`src/rtl/run_controller.sv`:
```
// Host-side START/DONE sequencer: runs NUM_PROGS programs per GO and reports each run's cycle count.
// Latency: GO is registered, so LAUNCH begins two edges after GO is seen; all outputs are registered.
// Backpressure: none; GO is ignored outside IDLE/FINISH. Watchdog compiled in with RUN_CTRL_TIMEOUT_EN.
module run_controller #(
    parameter int NUM_PROGS      = 3,
    parameter int START_CYCLES   = 2,
    parameter int CNT_W          = 16,
    parameter int TIMEOUT_CYCLES = 50000
) (
    input  logic                                             CLK,
    input  logic                                             RESET,
    input  logic                                             GO,
    input  logic                                             DONE,
    output logic                                             START,
    output logic [$clog2((NUM_PROGS > 1) ? NUM_PROGS : 2)-1:0] PROG_SEL,
    output logic                                             BUSY,
    output logic [CNT_W-1:0]                                 CYCLES,
    output logic                                             RUN_VALID,
    output logic                                             ALL_DONE,
    output logic                                             TIMEOUT_ERR
);

    localparam int PW = $clog2((NUM_PROGS > 1) ? NUM_PROGS : 2);
    localparam int LW = $clog2((START_CYCLES > 1) ? START_CYCLES : 2);

    localparam logic [2:0] S_IDLE   = 3'd0;
    localparam logic [2:0] S_LAUNCH = 3'd1;
    localparam logic [2:0] S_RUN    = 3'd2;
    localparam logic [2:0] S_RECORD = 3'd3;
    localparam logic [2:0] S_FINISH = 3'd4;

    localparam logic [PW-1:0] LAST_SEL    = PW'(NUM_PROGS - 1);
    localparam logic [LW-1:0] LAUNCH_LAST = LW'(START_CYCLES - 1);

    // The watchdog limit must be reachable by the run counter.
    if ((longint'(TIMEOUT_CYCLES) >> CNT_W) != 0) begin : g_timeout_range
        $error("TIMEOUT_CYCLES does not fit in CNT_W bits");
    end

    logic [2:0]       state_q, state_d;
    logic             go_q, go_d;
    logic [PW-1:0]    prog_sel_q, prog_sel_d;
    logic [LW-1:0]    launch_cnt_q, launch_cnt_d;
    logic [CNT_W-1:0] run_cnt_q, run_cnt_d;
    logic [CNT_W-1:0] cycles_q, cycles_d;
    logic             abort_q, abort_d;
    logic             start_q, start_d;
    logic             busy_q, busy_d;
    logic             run_valid_q, run_valid_d;
    logic             all_done_q, all_done_d;
    logic             timeout_hit;
    logic [CNT_W-1:0] timeout_val;

`ifdef RUN_CTRL_TIMEOUT_EN
    assign timeout_hit = (run_cnt_q == CNT_W'(TIMEOUT_CYCLES));
    assign timeout_val = CNT_W'(TIMEOUT_CYCLES);
`else
    // No watchdog: RUN waits for DONE indefinitely and abort_q never sets.
    assign timeout_hit = 1'b0;
    assign timeout_val = '0;
`endif

    // Next-state and datapath; outputs are derived from the next state so they come straight off flops.
    always_comb begin
        state_d      = state_q;
        go_d         = GO && ((state_q == S_IDLE) || (state_q == S_FINISH));
        prog_sel_d   = prog_sel_q;
        launch_cnt_d = launch_cnt_q;
        run_cnt_d    = run_cnt_q;
        cycles_d     = cycles_q;
        abort_d      = abort_q;
        case (state_q)
            S_IDLE, S_FINISH: begin
                if (go_q) begin
                    state_d      = S_LAUNCH;
                    prog_sel_d   = '0;
                    launch_cnt_d = '0;
                    abort_d      = 1'b0;
                end
            end
            S_LAUNCH: begin
                if (launch_cnt_q == LAUNCH_LAST) begin
                    state_d   = S_RUN;
                    run_cnt_d = CNT_W'(1);
                end else begin
                    launch_cnt_d = launch_cnt_q + LW'(1);
                end
            end
            S_RUN: begin
                // DONE takes priority over a simultaneous watchdog expiry.
                if (DONE) begin
                    state_d  = S_RECORD;
                    cycles_d = run_cnt_q;
                end else if (timeout_hit) begin
                    state_d  = S_RECORD;
                    cycles_d = timeout_val;
                    abort_d  = 1'b1;
                end else if (run_cnt_q != '1) begin
                    run_cnt_d = run_cnt_q + CNT_W'(1);
                end
            end
            S_RECORD: begin
                if (abort_q || (prog_sel_q == LAST_SEL)) begin
                    state_d = S_FINISH;
                end else begin
                    state_d      = S_LAUNCH;
                    prog_sel_d   = prog_sel_q + PW'(1);
                    launch_cnt_d = '0;
                end
            end
            default: state_d = S_IDLE;
        endcase

        start_d     = (state_d == S_LAUNCH);
        busy_d      = (state_d == S_LAUNCH) || (state_d == S_RUN) || (state_d == S_RECORD);
        run_valid_d = (state_d == S_RECORD);
        all_done_d  = (state_d == S_FINISH);
    end

    // State and output registers; reset clears everything immediately, dropping START asynchronously.
    always_ff @(posedge CLK or posedge RESET) begin
        if (RESET) begin
            state_q      <= S_IDLE;
            go_q         <= 1'b0;
            prog_sel_q   <= '0;
            launch_cnt_q <= '0;
            run_cnt_q    <= '0;
            cycles_q     <= '0;
            abort_q      <= 1'b0;
            start_q      <= 1'b0;
            busy_q       <= 1'b0;
            run_valid_q  <= 1'b0;
            all_done_q   <= 1'b0;
        end else begin
            state_q      <= state_d;
            go_q         <= go_d;
            prog_sel_q   <= prog_sel_d;
            launch_cnt_q <= launch_cnt_d;
            run_cnt_q    <= run_cnt_d;
            cycles_q     <= cycles_d;
            abort_q      <= abort_d;
            start_q      <= start_d;
            busy_q       <= busy_d;
            run_valid_q  <= run_valid_d;
            all_done_q   <= all_done_d;
        end
    end

    assign START       = start_q;
    assign PROG_SEL    = prog_sel_q;
    assign BUSY        = busy_q;
    assign CYCLES      = cycles_q;
    assign RUN_VALID   = run_valid_q;
    assign ALL_DONE    = all_done_q;
    assign TIMEOUT_ERR = abort_q;

endmodule
```
`config.mk`:
```
export PLATFORM = sky130hd
export DESIGN_NAME = run_controller
export DESIGN_NICKNAME = d
export VERILOG_FILES = /design/src/rtl/run_controller.sv
export SDC_FILE = /design/constraint.sdc
export NUM_CORES = 1
export LEC_CHECK = 0
export CAP_MARGIN = 20
export CORE_UTILIZATION = 35
export DETAILED_ROUTE_END_ITERATION = 10
export PLACE_DENSITY_LB_ADDON = 0.08
export SLEW_MARGIN = 40
export SYNTH_ARGS = -nofsm -noshare
export SYNTH_HDL_FRONTEND = slang
export SYNTH_SLANG_ARGS = --single-unit
```
`constraint.sdc`:
```
create_clock -name CLK -period 2 [get_ports CLK]
set_clock_uncertainty 0.15 [all_clocks]
set_input_delay 0.4 -clock CLK [delete_from_list [all_inputs] [get_ports CLK]]
set_output_delay 0.4 -clock CLK [all_outputs]
set_load 0.01 [all_outputs]
```
==> metrics <==
Port-buffer cells=25; Peak Freq=544 MHz; Worst EP arrival=1.86 ns; vias in the first global route=1,520; RR Startpoint=state_q[0]; Largest stage delay, worst path=0.46 ns; starting density of the core=0.367; YS warnings=0; commonest non-fill, non-tap cell in the layout=dfrtp_1; proportion of layout cells with a drive suffix above 1=0.220; RSZ-0062 raised after global routing=false; Buf+Inv Stages, Crit Path=1; CTS tree=built; worst-path fanout max=9; Internal=0.00173 W; Die Span Y=78.5 microns; final core utilization=0.460; Post-CTS Setup Bufs=0; final std cells w/o fill=295; Filler cells=550; Post-Synth XOR/XNOR Area=0; IO Count=27; First DRT Iteration DRCs=75; Hold/Removal Path Class=primary input to async pin; CP Capture Type=flip-flop; DRT Wirelength=4350 microns; Cells after Synth=182; Layout Nets=228; CTS resizes=0; Vias=1,566; Tcrit/Tclk final=0.919; mapped cell area=2050 sq um; sequential-to-total area share from yosys stat=0.526; VDD IR max=601 uV; die extent in x=78.5 microns; H-tree depth=2; Die ar.=6160 sq um; area grow syn2layout=25.3%; initial antenna violation count=0; Post-CTS Hold Fix Bufs=0; count of final hold-check violations=0; Critical Path RT=2.02 ns; synth unique cells=42; Net Sw Frac=0.348; Inserted Clock Buffers=5; Startpoint Class=flip-flop; CTS max path bufs=2; first-pass iteration count of the detailed router=4; area fraction in compound gates after synthesis=0.163; Avg Inst Size Synth=11.2 sq um; Post-synth ARST share=1.00; CP delay by family, top=simple AND/OR/NAND/NOR gates; Reg-to-Reg End=run_cnt_q[5]; status=finished, final reports clean; DP HPWL=3040 microns; Max-cap violations=0; root buffer cell=clkbuf_8; synthesis-stage register bit count=43; Routed wire per std cell=14.7 microns; Overall Power=0.00266 W; placed cell count=287; Main synth FF type=dfrtp_1; final number of setup-violating endpoints=0; clk_lat worst skew=0.29 ns; number of flops mapped to enable cells by yosys=0; Fin Setup TNS=0 ns; mux cell area share after synthesis=0.0929; Tmin final=1.84 ns; cell row count=27; main combinational cell family by area after synthesis=compound AO/OA/AOI/OAI gates; Clk pwr share=0.203; Antenna Diode Count=0; critical path cell sequence=or3b_4, nor2_8, a22oi_4, buf_4, o21ai_0, o31ai_1; vias per cell=5.31; Total GRT Usage=0.153; Leak=1.19 nW; post-synthesis net count=188; type of the worst setup path=flip-flop to flip-flop; Gate power share=0.389; Residual DRC=0; Cell Pwr Density=1040 nW/um^2; R2R cell count=6; R2R Setup Slk=0.16 ns; Synth Area in Simple Gates=0.160; Critical Path Slowest Stage Cell=or3b_4; max-slew violation count=0; grt total ovfl=0; Clock Sink Count=43; RePlAce Congestion=0.791; Sequential Power Share=0.408; Core ar.=5570 sq um; worst-case hold slack=0.317 ns; Post-DRT Antenna Nets=0; commonest cells after routing, fill and taps aside=dfrtp_1, clkdlybuf4s50_1, buf_4; largest net degree at the start of global routing=44; Switch Pwr=0.000924 W; Synth Area in Adders=0.0122; global-route wire length before repair=7290 microns; clock transition at the registers of the reported paths=0.08 ns
cell usage after synthesis, types with 2 or more instances:
cell     instances  area share
nor2b_1          3      0.0092
o21ai_1          6       0.015
o31ai_1          5       0.018
buf_6            2       0.011
nand2_1         13       0.024
a32o_1           2      0.0098
mux2_2          13       0.072
buf_2            4      0.0098
inv_1            4      0.0073
nand3_1          6       0.015
mux2_1           3       0.017
dfrtp_1         43        0.53
nand4_1          2      0.0061
ha_1             2       0.012
and2_1           7       0.021
and3_1           2      0.0061
and4_1           3       0.013
nor2_1           5      0.0092
a31oi_1          5       0.015
a21oi_1          7       0.017
a21o_1           2      0.0073
o21ai_0         15       0.037
buf_4            4       0.015
nor3_1           4      0.0098
o41ai_1          3       0.013
flip-flops by register name, summed over array words and instances, names as in the netlist:
| register | cells |
|---|---|
| go_q | 1 |
| ALL_DONE | 1 |
| BUSY | 1 |
| launch_cnt_q | 1 |
| PROG_SEL | 2 |
| state_q | 3 |
| run_cnt_q | 16 |
| CYCLES | 16 |
| START | 1 |
| RUN_VALID | 1 |
kinds of logic after synthesis:
group / count (synthesis)
AOI/OAI and AO/OA: 50
adders and majority gates: 2
buffers and inverters: 15
DFF: 43
muxes: 17
other: 1
and+or+nand+nor: 54
layout make-up:
cell class | instances | area (sq um) | share of cell area
Clock buffer | 5 | 68.8 | 0.0268
Clock inverter | 3 | 15.0 | 0.00585
Inverter | 4 | 15.0 | 0.00585
Multi-Input combinational cell | 124 | 882 | 0.344
Sequential cell | 43 | 1080 | 0.420
Tap cell | 72 | 90.1 | 0.0351
Timing Repair Buffer | 44 | 418 | 0.163
power by group through the flow:
stage | combinational [W] | clock (W) | sequential [W]
final | 0.00103 | 0.000539 | 0.00108
after global routing | 0.00113 | 0.000593 | 0.00110
after CTS | 0.00103 | 0.000560 | 0.00108
after detailed placement | 0.00103 | 0 | 0.00110
after global placement | 0.00101 | 0 | 0.00109
after floorplan | 0.000599 | 0 | 0.00114
how the worst max path moves through the flow:
stage,end,depth (start not counted),startpoint
6_report,run_cnt_q[5],6,state_q[0]
3_3_place_gp,CYCLES[4],4,DONE
4_1_cts,run_cnt_q[7],6,state_q[0]
3_5_place_dp,CYCLES[11],4,DONE
2_1_floorplan,run_cnt_q[10],7,run_cnt_q[0]
5_1_grt,run_cnt_q[10],5,run_cnt_q[0]
metal layers:
| metal | wire (microns) | global-route usage |
|---|---|---|
| met1 | 1990 | 0.207 |
| met2 | 2140 | 0.239 |
| met5 | 0 | 0 |
| met3 | 161 | 0.0326 |
| met4 | 65 | 0.0556 |
worst reg2reg max path, delay by kind of cell (launching register included):
| kind | cells | cell delay, ns |
|---|---|---|
| AND/OR/NAND/NOR | 2 | 0.57 |
| flip-flops | 1 | 0.43 |
| buffers and inverters | 1 | 0.17 |
| AO/OA/AOI/OAI | 3 | 0.39 |
per-stage QoR:
stage	setup WS, ns	area (sq um)
6_report	0.161	2560
3_5_place_dp	-0.0691	2480
3_3_place_gp	-0.0506	2480
5_1_grt	0.0359	2560
2_1_floorplan	0.218	2050
4_1_cts	0.0681	2560
Note: power is estimated with default switching activity, not from simulation.
